### config.mk
export PLATFORM = sky130hd
export DESIGN_NAME = control_sequencer_flat
export DESIGN_NICKNAME = d
export VERILOG_FILES = /design/src/rtl/control_sequencer_pkg.sv /design/src/rtl/control_sequencer_if.sv /design/src/rtl/control_sequencer_decoder.sv /design/src/rtl/control_sequencer.sv /design/src/flat_wrapper.sv
export SDC_FILE = /design/constraint.sdc
export NUM_CORES = 1
export LEC_CHECK = 0
export ABC_CLOCK_PERIOD_IN_PS = 2900
export BUFFER_PORTS_ARGS = -buffer_cell sky130_fd_sc_hd__buf_4
export CORE_MARGIN = 5
export CORE_UTILIZATION = 42
export CTS_BUF_LIST = sky130_fd_sc_hd__clkbuf_4
export CTS_CLUSTER_SIZE = 40
export DETAILED_ROUTE_END_ITERATION = 8
export PLACE_DENSITY = 0.75
export SYNTH_ARGS = -nofsm -noshare
export SYNTH_HDL_FRONTEND = slang
export SYNTH_HIERARCHICAL = 1
export SYNTH_SLANG_ARGS = --single-unit
### constraint.sdc
create_clock -name clk -period 2.9 [get_ports clk]
set_input_delay 0.145 -clock clk [delete_from_list [all_inputs] [get_ports clk]]
set_output_delay 0.145 -clock clk [all_outputs]
set_load 0.02 [all_outputs]
### src/rtl/control_sequencer_pkg.sv
// Shared constants and types for the hard-wired control sequencer:
// opcodes, IR field positions, FSM states, opcode classes and the control bundle.
package control_sequencer_pkg;

  localparam int DATA_W    = 32;
  localparam int OPCODE_W  = 5;
  localparam int REG_IDX_W = 4;

  localparam int OP_LSB = 27;
  localparam int RA_LSB = 23;
  localparam int RB_LSB = 19;
  localparam int RC_LSB = 15;

  localparam logic [OPCODE_W-1:0] OP_ADD  = 5'b00011;
  localparam logic [OPCODE_W-1:0] OP_SUB  = 5'b00100;
  localparam logic [OPCODE_W-1:0] OP_AND  = 5'b00101;
  localparam logic [OPCODE_W-1:0] OP_OR   = 5'b00110;
  localparam logic [OPCODE_W-1:0] OP_SHR  = 5'b00111;
  localparam logic [OPCODE_W-1:0] OP_SHL  = 5'b01001;
  localparam logic [OPCODE_W-1:0] OP_ROR  = 5'b01010;
  localparam logic [OPCODE_W-1:0] OP_ROL  = 5'b01011;
  localparam logic [OPCODE_W-1:0] OP_MUL  = 5'b01111;
  localparam logic [OPCODE_W-1:0] OP_DIV  = 5'b10000;
  localparam logic [OPCODE_W-1:0] OP_NEG  = 5'b10001;
  localparam logic [OPCODE_W-1:0] OP_NOT  = 5'b10010;
  localparam logic [OPCODE_W-1:0] OP_NOP  = 5'b11010;
  localparam logic [OPCODE_W-1:0] OP_HALT = 5'b11011;

  typedef enum logic [3:0] {
    ST_RESET, ST_IDLE, ST_T0, ST_T1, ST_T1W, ST_T2,
    ST_T3, ST_T4, ST_T5, ST_T6, ST_HALT
  } state_t;

  typedef enum logic [2:0] {
    CL_ALU3, CL_ALU2, CL_MULDIV, CL_NOP, CL_HALT, CL_ILLEGAL
  } op_class_t;

  typedef struct packed {
    logic pc_select, z_hi_select, z_lo_select, mdr_select;
    logic pc_enable, pc_increment_enable, ir_enable, y_enable, z_enable;
    logic mar_enable, mdr_enable, hi_enable, lo_enable, read;
    logic [OPCODE_W-1:0]  alu_instruction;
    logic                 reg_out_select;
    logic [REG_IDX_W-1:0] reg_out_index;
    logic                 reg_in_enable;
    logic [REG_IDX_W-1:0] reg_in_index;
    logic instr_done, illegal_op, halted;
  } ctrl_t;

endpackage

### src/rtl/control_sequencer_if.sv
// Control bundle between the sequencer (master) and the datapath (slave).
// Handshake: memory read data is valid on the cycle mem_ready is high while read is asserted; no backpressure elsewhere.
interface control_sequencer_if #(parameter int COUNT_W = 16);
  import control_sequencer_pkg::*;

  logic                 run;
  logic                 mem_ready;
  logic [DATA_W-1:0]    IR_Data;
  logic PC_select, Z_HI_select, Z_LO_select, MDR_select;
  logic PC_enable, PC_increment_enable, IR_enable, Y_enable, Z_enable, MAR_enable, MDR_enable;
  logic HI_enable, LO_enable, read;
  logic [OPCODE_W-1:0]  alu_instruction;
  logic                 reg_out_select;
  logic [REG_IDX_W-1:0] reg_out_index;
  logic                 reg_in_enable;
  logic [REG_IDX_W-1:0] reg_in_index;
  logic                 instr_done, illegal_op, halted;
  logic [COUNT_W-1:0]   instr_count;
  state_t               state_dbg;

  modport master (
    input  run, mem_ready, IR_Data,
    output PC_select, Z_HI_select, Z_LO_select, MDR_select,
           PC_enable, PC_increment_enable, IR_enable, Y_enable, Z_enable, MAR_enable, MDR_enable,
           HI_enable, LO_enable, read, alu_instruction,
           reg_out_select, reg_out_index, reg_in_enable, reg_in_index,
           instr_done, illegal_op, halted, instr_count, state_dbg
  );

  modport slave (
    output run, mem_ready, IR_Data,
    input  PC_select, Z_HI_select, Z_LO_select, MDR_select,
           PC_enable, PC_increment_enable, IR_enable, Y_enable, Z_enable, MAR_enable, MDR_enable,
           HI_enable, LO_enable, read, alu_instruction,
           reg_out_select, reg_out_index, reg_in_enable, reg_in_index,
           instr_done, illegal_op, halted, instr_count, state_dbg
  );
endinterface

### src/rtl/control_sequencer_decoder.sv
// Combinational opcode classifier: maps IR[31:27] onto the execute-sequence class.
module control_sequencer_decoder
  import control_sequencer_pkg::*;
(
  input  logic [OPCODE_W-1:0] opcode,
  output op_class_t           op_class
);

  always_comb begin
    op_class = CL_ILLEGAL;
    case (opcode)
      OP_ADD, OP_SUB, OP_AND, OP_OR,
      OP_SHR, OP_SHL, OP_ROR, OP_ROL: op_class = CL_ALU3;
      OP_NEG, OP_NOT:                 op_class = CL_ALU2;
      OP_MUL, OP_DIV:                 op_class = CL_MULDIV;
      OP_NOP:                         op_class = CL_NOP;
      OP_HALT:                        op_class = CL_HALT;
      default:                        op_class = CL_ILLEGAL;
    endcase
  end

endmodule

### src/rtl/control_sequencer.sv
// Hard-wired control unit: fetch T0-T2, then opcode-class execute steps T3-T6.
// Outputs are decoded from the state and the datapath's registered IR.
module control_sequencer
  import control_sequencer_pkg::*;
#(
  parameter int COUNT_W = 16
) (
  input logic clk,
  input logic reset,
  control_sequencer_if.master bus
);

  state_t               state_q, state_d;
  logic [COUNT_W-1:0]   count_q, count_d;
  op_class_t            op_class;
  ctrl_t                c;
  logic                 done;
  logic [OPCODE_W-1:0]  opcode;
  logic [REG_IDX_W-1:0] ra, rb, rc;

  assign opcode = bus.IR_Data[OP_LSB +: OPCODE_W];
  assign ra     = bus.IR_Data[RA_LSB +: REG_IDX_W];
  assign rb     = bus.IR_Data[RB_LSB +: REG_IDX_W];
  assign rc     = bus.IR_Data[RC_LSB +: REG_IDX_W];

  control_sequencer_decoder u_decoder (.opcode(opcode), .op_class(op_class));

  always_comb begin
    c       = '0;
    done    = 1'b0;
    state_d = state_q;
    count_d = count_q;
    case (state_q)
      ST_RESET: state_d = ST_IDLE;
      ST_IDLE:  if (bus.run) state_d = ST_T0;
      ST_T0: begin
        c.pc_select = 1'b1; c.mar_enable = 1'b1; c.pc_increment_enable = 1'b1; c.z_enable = 1'b1;
        state_d = ST_T1;
      end
      ST_T1: begin
        c.z_lo_select = 1'b1; c.pc_enable = 1'b1; c.read = 1'b1;
        state_d = ST_T1W;
      end
      ST_T1W: begin
        c.read       = 1'b1;
        c.mdr_enable = bus.mem_ready;
        if (bus.mem_ready) state_d = ST_T2;
      end
      ST_T2: begin
        c.mdr_select = 1'b1; c.ir_enable = 1'b1;
        state_d = ST_T3;
      end
      ST_T3: begin
        case (op_class)
          CL_ALU3, CL_MULDIV: begin
            c.reg_out_select = 1'b1;
            c.reg_out_index  = (op_class == CL_MULDIV) ? ra : rb;
            c.y_enable       = 1'b1;
            state_d          = ST_T4;
          end
          CL_ALU2: begin
            c.reg_out_select = 1'b1; c.reg_out_index = rb;
            c.alu_instruction = opcode; c.z_enable = 1'b1;
            state_d = ST_T4;
          end
          CL_ILLEGAL: begin
            c.illegal_op = 1'b1;
            done = 1'b1;
          end
          default: done = 1'b1;
        endcase
      end
      ST_T4: begin
        case (op_class)
          CL_ALU2: begin
            c.z_lo_select = 1'b1; c.reg_in_enable = 1'b1; c.reg_in_index = ra;
            done = 1'b1;
          end
          CL_ALU3, CL_MULDIV: begin
            c.reg_out_select  = 1'b1;
            c.reg_out_index   = (op_class == CL_MULDIV) ? rb : rc;
            c.alu_instruction = opcode; c.z_enable = 1'b1;
            state_d = ST_T5;
          end
          default: state_d = ST_IDLE;
        endcase
      end
      ST_T5: begin
        c.z_lo_select = 1'b1;
        if (op_class == CL_MULDIV) begin
          c.lo_enable = 1'b1;
          state_d = ST_T6;
        end else begin
          c.reg_in_enable = 1'b1; c.reg_in_index = ra;
          done = 1'b1;
        end
      end
      ST_T6: begin
        c.z_hi_select = 1'b1; c.hi_enable = 1'b1;
        done = 1'b1;
      end
      ST_HALT: c.halted = 1'b1;
      default: state_d = ST_RESET;
    endcase
    c.instr_done = done;
    // run is only consulted at the instruction boundary, so a mid-instruction drop still retires.
    if (done) begin
      count_d = count_q + 1'b1;
      if (op_class == CL_HALT) state_d = ST_HALT;
      else                     state_d = bus.run ? ST_T0 : ST_IDLE;
    end
  end

  always_ff @(posedge clk) begin
    if (reset) begin
      state_q <= ST_RESET;
      count_q <= '0;
    end else begin
      state_q <= state_d;
      count_q <= count_d;
    end
  end

  assign bus.PC_select           = c.pc_select;
  assign bus.Z_HI_select         = c.z_hi_select;
  assign bus.Z_LO_select         = c.z_lo_select;
  assign bus.MDR_select          = c.mdr_select;
  assign bus.PC_enable           = c.pc_enable;
  assign bus.PC_increment_enable = c.pc_increment_enable;
  assign bus.IR_enable           = c.ir_enable;
  assign bus.Y_enable            = c.y_enable;
  assign bus.Z_enable            = c.z_enable;
  assign bus.MAR_enable          = c.mar_enable;
  assign bus.MDR_enable          = c.mdr_enable;
  assign bus.HI_enable           = c.hi_enable;
  assign bus.LO_enable           = c.lo_enable;
  assign bus.read                = c.read;
  assign bus.alu_instruction     = c.alu_instruction;
  assign bus.reg_out_select      = c.reg_out_select;
  assign bus.reg_out_index       = c.reg_out_index;
  assign bus.reg_in_enable       = c.reg_in_enable;
  assign bus.reg_in_index        = c.reg_in_index;
  assign bus.instr_done          = c.instr_done;
  assign bus.illegal_op          = c.illegal_op;
  assign bus.halted              = c.halted;
  assign bus.instr_count         = count_q;
  assign bus.state_dbg           = state_q;

endmodule
### src/flat_wrapper.sv
// flat-port wrapper written by rule: the top's interface ports become plain ports
module control_sequencer_flat import control_sequencer_pkg::*;
#(
  parameter int COUNT_W = 16
)
  (clk, reset, bus_run, bus_mem_ready, bus_IR_Data, bus_PC_select, bus_Z_HI_select, bus_Z_LO_select, bus_MDR_select, bus_PC_enable, bus_PC_increment_enable, bus_IR_enable, bus_Y_enable, bus_Z_enable, bus_MAR_enable, bus_MDR_enable, bus_HI_enable, bus_LO_enable, bus_read, bus_alu_instruction, bus_reg_out_select, bus_reg_out_index, bus_reg_in_enable, bus_reg_in_index, bus_instr_done, bus_illegal_op, bus_halted, bus_instr_count, bus_state_dbg);
  control_sequencer_if #(.COUNT_W(COUNT_W)) bus_i ();
  input logic clk;
  input logic reset;
  input wire logic [$bits(bus_i.run)-1:0] bus_run;
  input wire logic [$bits(bus_i.mem_ready)-1:0] bus_mem_ready;
  input wire logic [$bits(bus_i.IR_Data)-1:0] bus_IR_Data;
  output wire logic [$bits(bus_i.PC_select)-1:0] bus_PC_select;
  output wire logic [$bits(bus_i.Z_HI_select)-1:0] bus_Z_HI_select;
  output wire logic [$bits(bus_i.Z_LO_select)-1:0] bus_Z_LO_select;
  output wire logic [$bits(bus_i.MDR_select)-1:0] bus_MDR_select;
  output wire logic [$bits(bus_i.PC_enable)-1:0] bus_PC_enable;
  output wire logic [$bits(bus_i.PC_increment_enable)-1:0] bus_PC_increment_enable;
  output wire logic [$bits(bus_i.IR_enable)-1:0] bus_IR_enable;
  output wire logic [$bits(bus_i.Y_enable)-1:0] bus_Y_enable;
  output wire logic [$bits(bus_i.Z_enable)-1:0] bus_Z_enable;
  output wire logic [$bits(bus_i.MAR_enable)-1:0] bus_MAR_enable;
  output wire logic [$bits(bus_i.MDR_enable)-1:0] bus_MDR_enable;
  output wire logic [$bits(bus_i.HI_enable)-1:0] bus_HI_enable;
  output wire logic [$bits(bus_i.LO_enable)-1:0] bus_LO_enable;
  output wire logic [$bits(bus_i.read)-1:0] bus_read;
  output wire logic [$bits(bus_i.alu_instruction)-1:0] bus_alu_instruction;
  output wire logic [$bits(bus_i.reg_out_select)-1:0] bus_reg_out_select;
  output wire logic [$bits(bus_i.reg_out_index)-1:0] bus_reg_out_index;
  output wire logic [$bits(bus_i.reg_in_enable)-1:0] bus_reg_in_enable;
  output wire logic [$bits(bus_i.reg_in_index)-1:0] bus_reg_in_index;
  output wire logic [$bits(bus_i.instr_done)-1:0] bus_instr_done;
  output wire logic [$bits(bus_i.illegal_op)-1:0] bus_illegal_op;
  output wire logic [$bits(bus_i.halted)-1:0] bus_halted;
  output wire logic [$bits(bus_i.instr_count)-1:0] bus_instr_count;
  output wire logic [$bits(bus_i.state_dbg)-1:0] bus_state_dbg;
  assign bus_i.run = bus_run;
  assign bus_i.mem_ready = bus_mem_ready;
  assign bus_i.IR_Data = bus_IR_Data;
  assign bus_PC_select = bus_i.PC_select;
  assign bus_Z_HI_select = bus_i.Z_HI_select;
  assign bus_Z_LO_select = bus_i.Z_LO_select;
  assign bus_MDR_select = bus_i.MDR_select;
  assign bus_PC_enable = bus_i.PC_enable;
  assign bus_PC_increment_enable = bus_i.PC_increment_enable;
  assign bus_IR_enable = bus_i.IR_enable;
  assign bus_Y_enable = bus_i.Y_enable;
  assign bus_Z_enable = bus_i.Z_enable;
  assign bus_MAR_enable = bus_i.MAR_enable;
  assign bus_MDR_enable = bus_i.MDR_enable;
  assign bus_HI_enable = bus_i.HI_enable;
  assign bus_LO_enable = bus_i.LO_enable;
  assign bus_read = bus_i.read;
  assign bus_alu_instruction = bus_i.alu_instruction;
  assign bus_reg_out_select = bus_i.reg_out_select;
  assign bus_reg_out_index = bus_i.reg_out_index;
  assign bus_reg_in_enable = bus_i.reg_in_enable;
  assign bus_reg_in_index = bus_i.reg_in_index;
  assign bus_instr_done = bus_i.instr_done;
  assign bus_illegal_op = bus_i.illegal_op;
  assign bus_halted = bus_i.halted;
  assign bus_instr_count = bus_i.instr_count;
  assign bus_state_dbg = bus_i.state_dbg;
  control_sequencer #(.COUNT_W(COUNT_W)) u_core (.clk(clk), .reset(reset), .bus(bus_i));
endmodule
==> reports/summary.txt <==
Status: complete, no violations
Number of buffer cells added on primary ports: 72
Io pins: 88
Critical Path AT: 2.40 ns
Worst-case vdd ir drop: 392 uV
Footprint of the multi-input gates: 1100 um2
Cell types with the largest area share after synthesis: sky130_fd_sc_hd__dfxtp_1, sky130_fd_sc_hd__nand2_1, sky130_fd_sc_hd__nor2_1
Slew headroom: 64.4%
CP max FO: 8
TritonCTS clock tree: built
Initial antenna violation count: 0
Number of synthesized register bits: 20
Crit path setup slack, layout: 0.355 ns
Initial Utilization: 43.6%
Slew @ Worst Pin: 0.534 ns
Worst clock skew on the final layout: 0.00874 ns
Yosys warnings: 6
Ys flop type: sky130_fd_sc_hd__dfxtp_1
Count of mapped cells out of synthesis: 224
TritonCTS buffer count: 3
Height of the die: 71.8 um
Number of flops mapped to enable cells by yosys: 0
Count of max-cap constraint violations: 0
Buffers inserted by post-CTS timing repair: 0
Seq/Total Area, Yosys: 24.9%
Overall routed net length: 4700 um
Seq. cell area: 400 um2
Number of max-slew violations in the final report: 0
Total GRT Usage: 17.9%
Number of setup violations in the final report: 0
Proportion of netlist area held by the largest area contributor: 24.9%
Sink of the worst hold path: u_core/bus.instr_count[13]
Part of the cycle the worst path needs: 87.8%
Vias in the first global route: 1679
Gp weighted congestion: 0.813
Detail-routed via count per cell: 5.48
Worst slack at placement: 0.132 ns
Number of design rule violations left after detail routing: 0
Total inserted antenna cells: 0
Layout fillers: 370
Clock root buffer: sky130_fd_sc_hd__clkbuf_4
Maximum count of clock buffers along a single path: 2
Critical path buffers and inverters: 3
Count of H-tree levels built during CTS: 1
Net count, final: 332
Number of detailed-routing iterations run before antenna repair: 4
Register-to-register path setup slack: 0.58 ns
Std-Cell Rows: 22
Design area: 2220 um2
CP cell instances: buf_4, inv_1, maj3_2, a221oi_1, or3b_1, or2_2, a21oi_1, and2_1, buf_4
Worst stage delay on the critical path: 0.47 ns
RSZ-0062 raised after global routing: no
Critical path endpoint category: primary output
Type of the most critical hold path: primary input to flop
Critical Path RT: 2.76 ns
Detail Placement HPWL: 3600 um
Library cells used by synthesis: 50
Mean instance size in the synthesized netlist: 7.17 um2
Fraction of synthesis flops using an asynchronous set or reset pin: 0%
Accumulated negative setup slack: 0 ns
Hold Path Cell Cnt: 2
Cell type with the highest aggregate area in the netlist: sky130_fd_sc_hd__dfxtp_1
Library cell contributing the largest single delay on the critical path: sky130_fd_sc_hd__or3b_1
Worst r2r path cells: 5
Width of the die: 71.8 um
Power density normalized to cell area: 568 nW/um2
Highest achievable clock rate: 393 MHz
Most numerous cell on the critical path: sky130_fd_sc_hd__buf_4
Worst hold start: reset
Leakage power figure: 0.973 nW
Fin Hold WS: 0.171 ns
Post-CTS resize count: 0
Final worst path period need: 2.54 ns
Setup crit start: bus_IR_Data[31]
Total via count in the routed design: 1867
Largest net degree at the start of global routing: 21
DIE AREA: 5160 um2
Initial detailed-routing violation count: 112
Detailed-route wire length per cell: 13.8 um
Area post-placement: 2200 um2
Worst r2r dst: u_core/bus.instr_count[15]
Total global routing overflow: 0
Synth Net Count: 261
Final hold violation count: 0
Number of nets with antenna violations after detailed routing: 0
Placeable core area: 3690 um2
Clock net sink count: 20
Reg-to-Reg Start: u_core/bus.state_dbg[0]
Cell family with most CP delay: simple AND/OR/NAND/NOR gates
Register clock-pin slew on the reported worst setup and hold paths: 0.11 ns
Critical Path Source Type: primary input
Share of post-route cells with drive strength above 1: 32.4%
Hold-fix buffers, CTS: 0
Core occupancy in the finished layout: 60.3%
Post-Syn Area: 1610 um2
Global-route wire length before repair: 7700 um
Number of stages on the worst setup path: 9
Clock insertion delay at the later pin of the skew report: 0.30 ns
Critical path start-end classification: primary input to primary output
P&R area growth vs syn: 38.5%
==> layout by cell type, fill, tap and decap left out, types with 4 or more instances in the layout <==
cell	count
sky130_fd_sc_hd__xor2_1	9
sky130_fd_sc_hd__inv_1	8
sky130_fd_sc_hd__nor2b_1	4
sky130_fd_sc_hd__o21ai_0	16
sky130_fd_sc_hd__nor2_1	28
sky130_fd_sc_hd__dfxtp_1	20
sky130_fd_sc_hd__a21oi_1	13
sky130_fd_sc_hd__xnor2_1	5
sky130_fd_sc_hd__or3_1	4
sky130_fd_sc_hd__nand2_1	30
sky130_fd_sc_hd__and4_1	4
sky130_fd_sc_hd__and2_1	10
sky130_fd_sc_hd__nor3_1	5
sky130_fd_sc_hd__o2111ai_1	4
sky130_fd_sc_hd__buf_4	81
==> stage by stage <==
| stage | instances | power, mW |
|---|---|---|
| 2_1_floorplan | 224 | 0.864 |
| 3_3_place_gp | 338 | 1.12 |
| 3_5_place_dp | 338 | 1.14 |
| 4_1_cts | 341 | 1.27 |
| 5_1_grt | 341 | 1.35 |
| 6_report | 341 | 1.26 |
==> sequential cells by signal (all words and copies together), names as in the netlist <==
name / flops
u_core/bus.state_dbg: 4
u_core/bus.instr_count: 16
==> metal layers <==
| metal | track usage (%) | share of wire (%) |
|---|---|---|
| met5 | 0 | 0 |
| met4 | 3.13 | 0.26 |
| met1 | 24.3 | 45 |
| met2 | 28.9 | 47 |
| met3 | 4.49 | 7.4 |
==> cell usage after synthesis, drive strengths merged, types with 4 or more instances <==
cell     instances
o2111ai          4
nor2            28
nor3             5
o21ai           16
buf              6
or3              4
xnor2            5
clkbuf           9
nand2           30
a21oi           14
and4             4
nor3b            4
or3b             5
inv              9
nor2b            4
xor2             9
and2            10
dfxtp           20
==> final cells by class <==
type	count	share of cell area [%]
Inverter	9	1.52
Tap cell	48	2.70
Multi-Input combinational cell	180	49.4
Sequential cell	20	18.0
Timing Repair Buffer	81	27.3
Clock buffer	3	1.01
==> worst reg2reg max path: stages (launching register included) <==
cell and delay (ns):
sky130_fd_sc_hd__dfxtp_1 0.49, sky130_fd_sc_hd__or4b_1 0.68, sky130_fd_sc_hd__o32ai_4 0.20, sky130_fd_sc_hd__o2111ai_1 0.32, sky130_fd_sc_hd__or3_1 0.42, sky130_fd_sc_hd__a21oi_1 0.15
==> worst max-delay path by stage <==
stage,slack [ns],end
2_1_floorplan,0.09,u_core/bus.instr_count[10]
3_3_place_gp,0.19,u_core/bus.instr_count[15]
3_5_place_dp,0.13,u_core/bus.state_dbg[0]
4_1_cts,0.35,bus_alu_instruction[1]
5_1_grt,0.19,bus_alu_instruction[1]
6_report,0.36,bus_alu_instruction[1]
==> cells by family (layout without fill, tap and decap cells) <==
family | count (synthesis) | after routing | share of synthesized area, %
AO/OA/AOI/OAI | 50 | 50 | 21.0
XOR/XNOR | 14 | 14 | 7.63
buffers and inverters | 24 | 93 | 6.62
adder cells (fa/ha/maj) | 2 | 2 | 1.48
AND/OR/NAND/NOR | 114 | 114 | 38.3
flip-flops | 20 | 20 | 24.9
==> report_power, final <==
group          leakage, nW  internal, mW  total, mW  switching (mW)
combinational        0.798         0.322      0.760           0.438
sequential           0.162         0.304      0.377          0.0729
clock               0.0138        0.0483      0.127          0.0785
(Power assumes the default switching activity.)
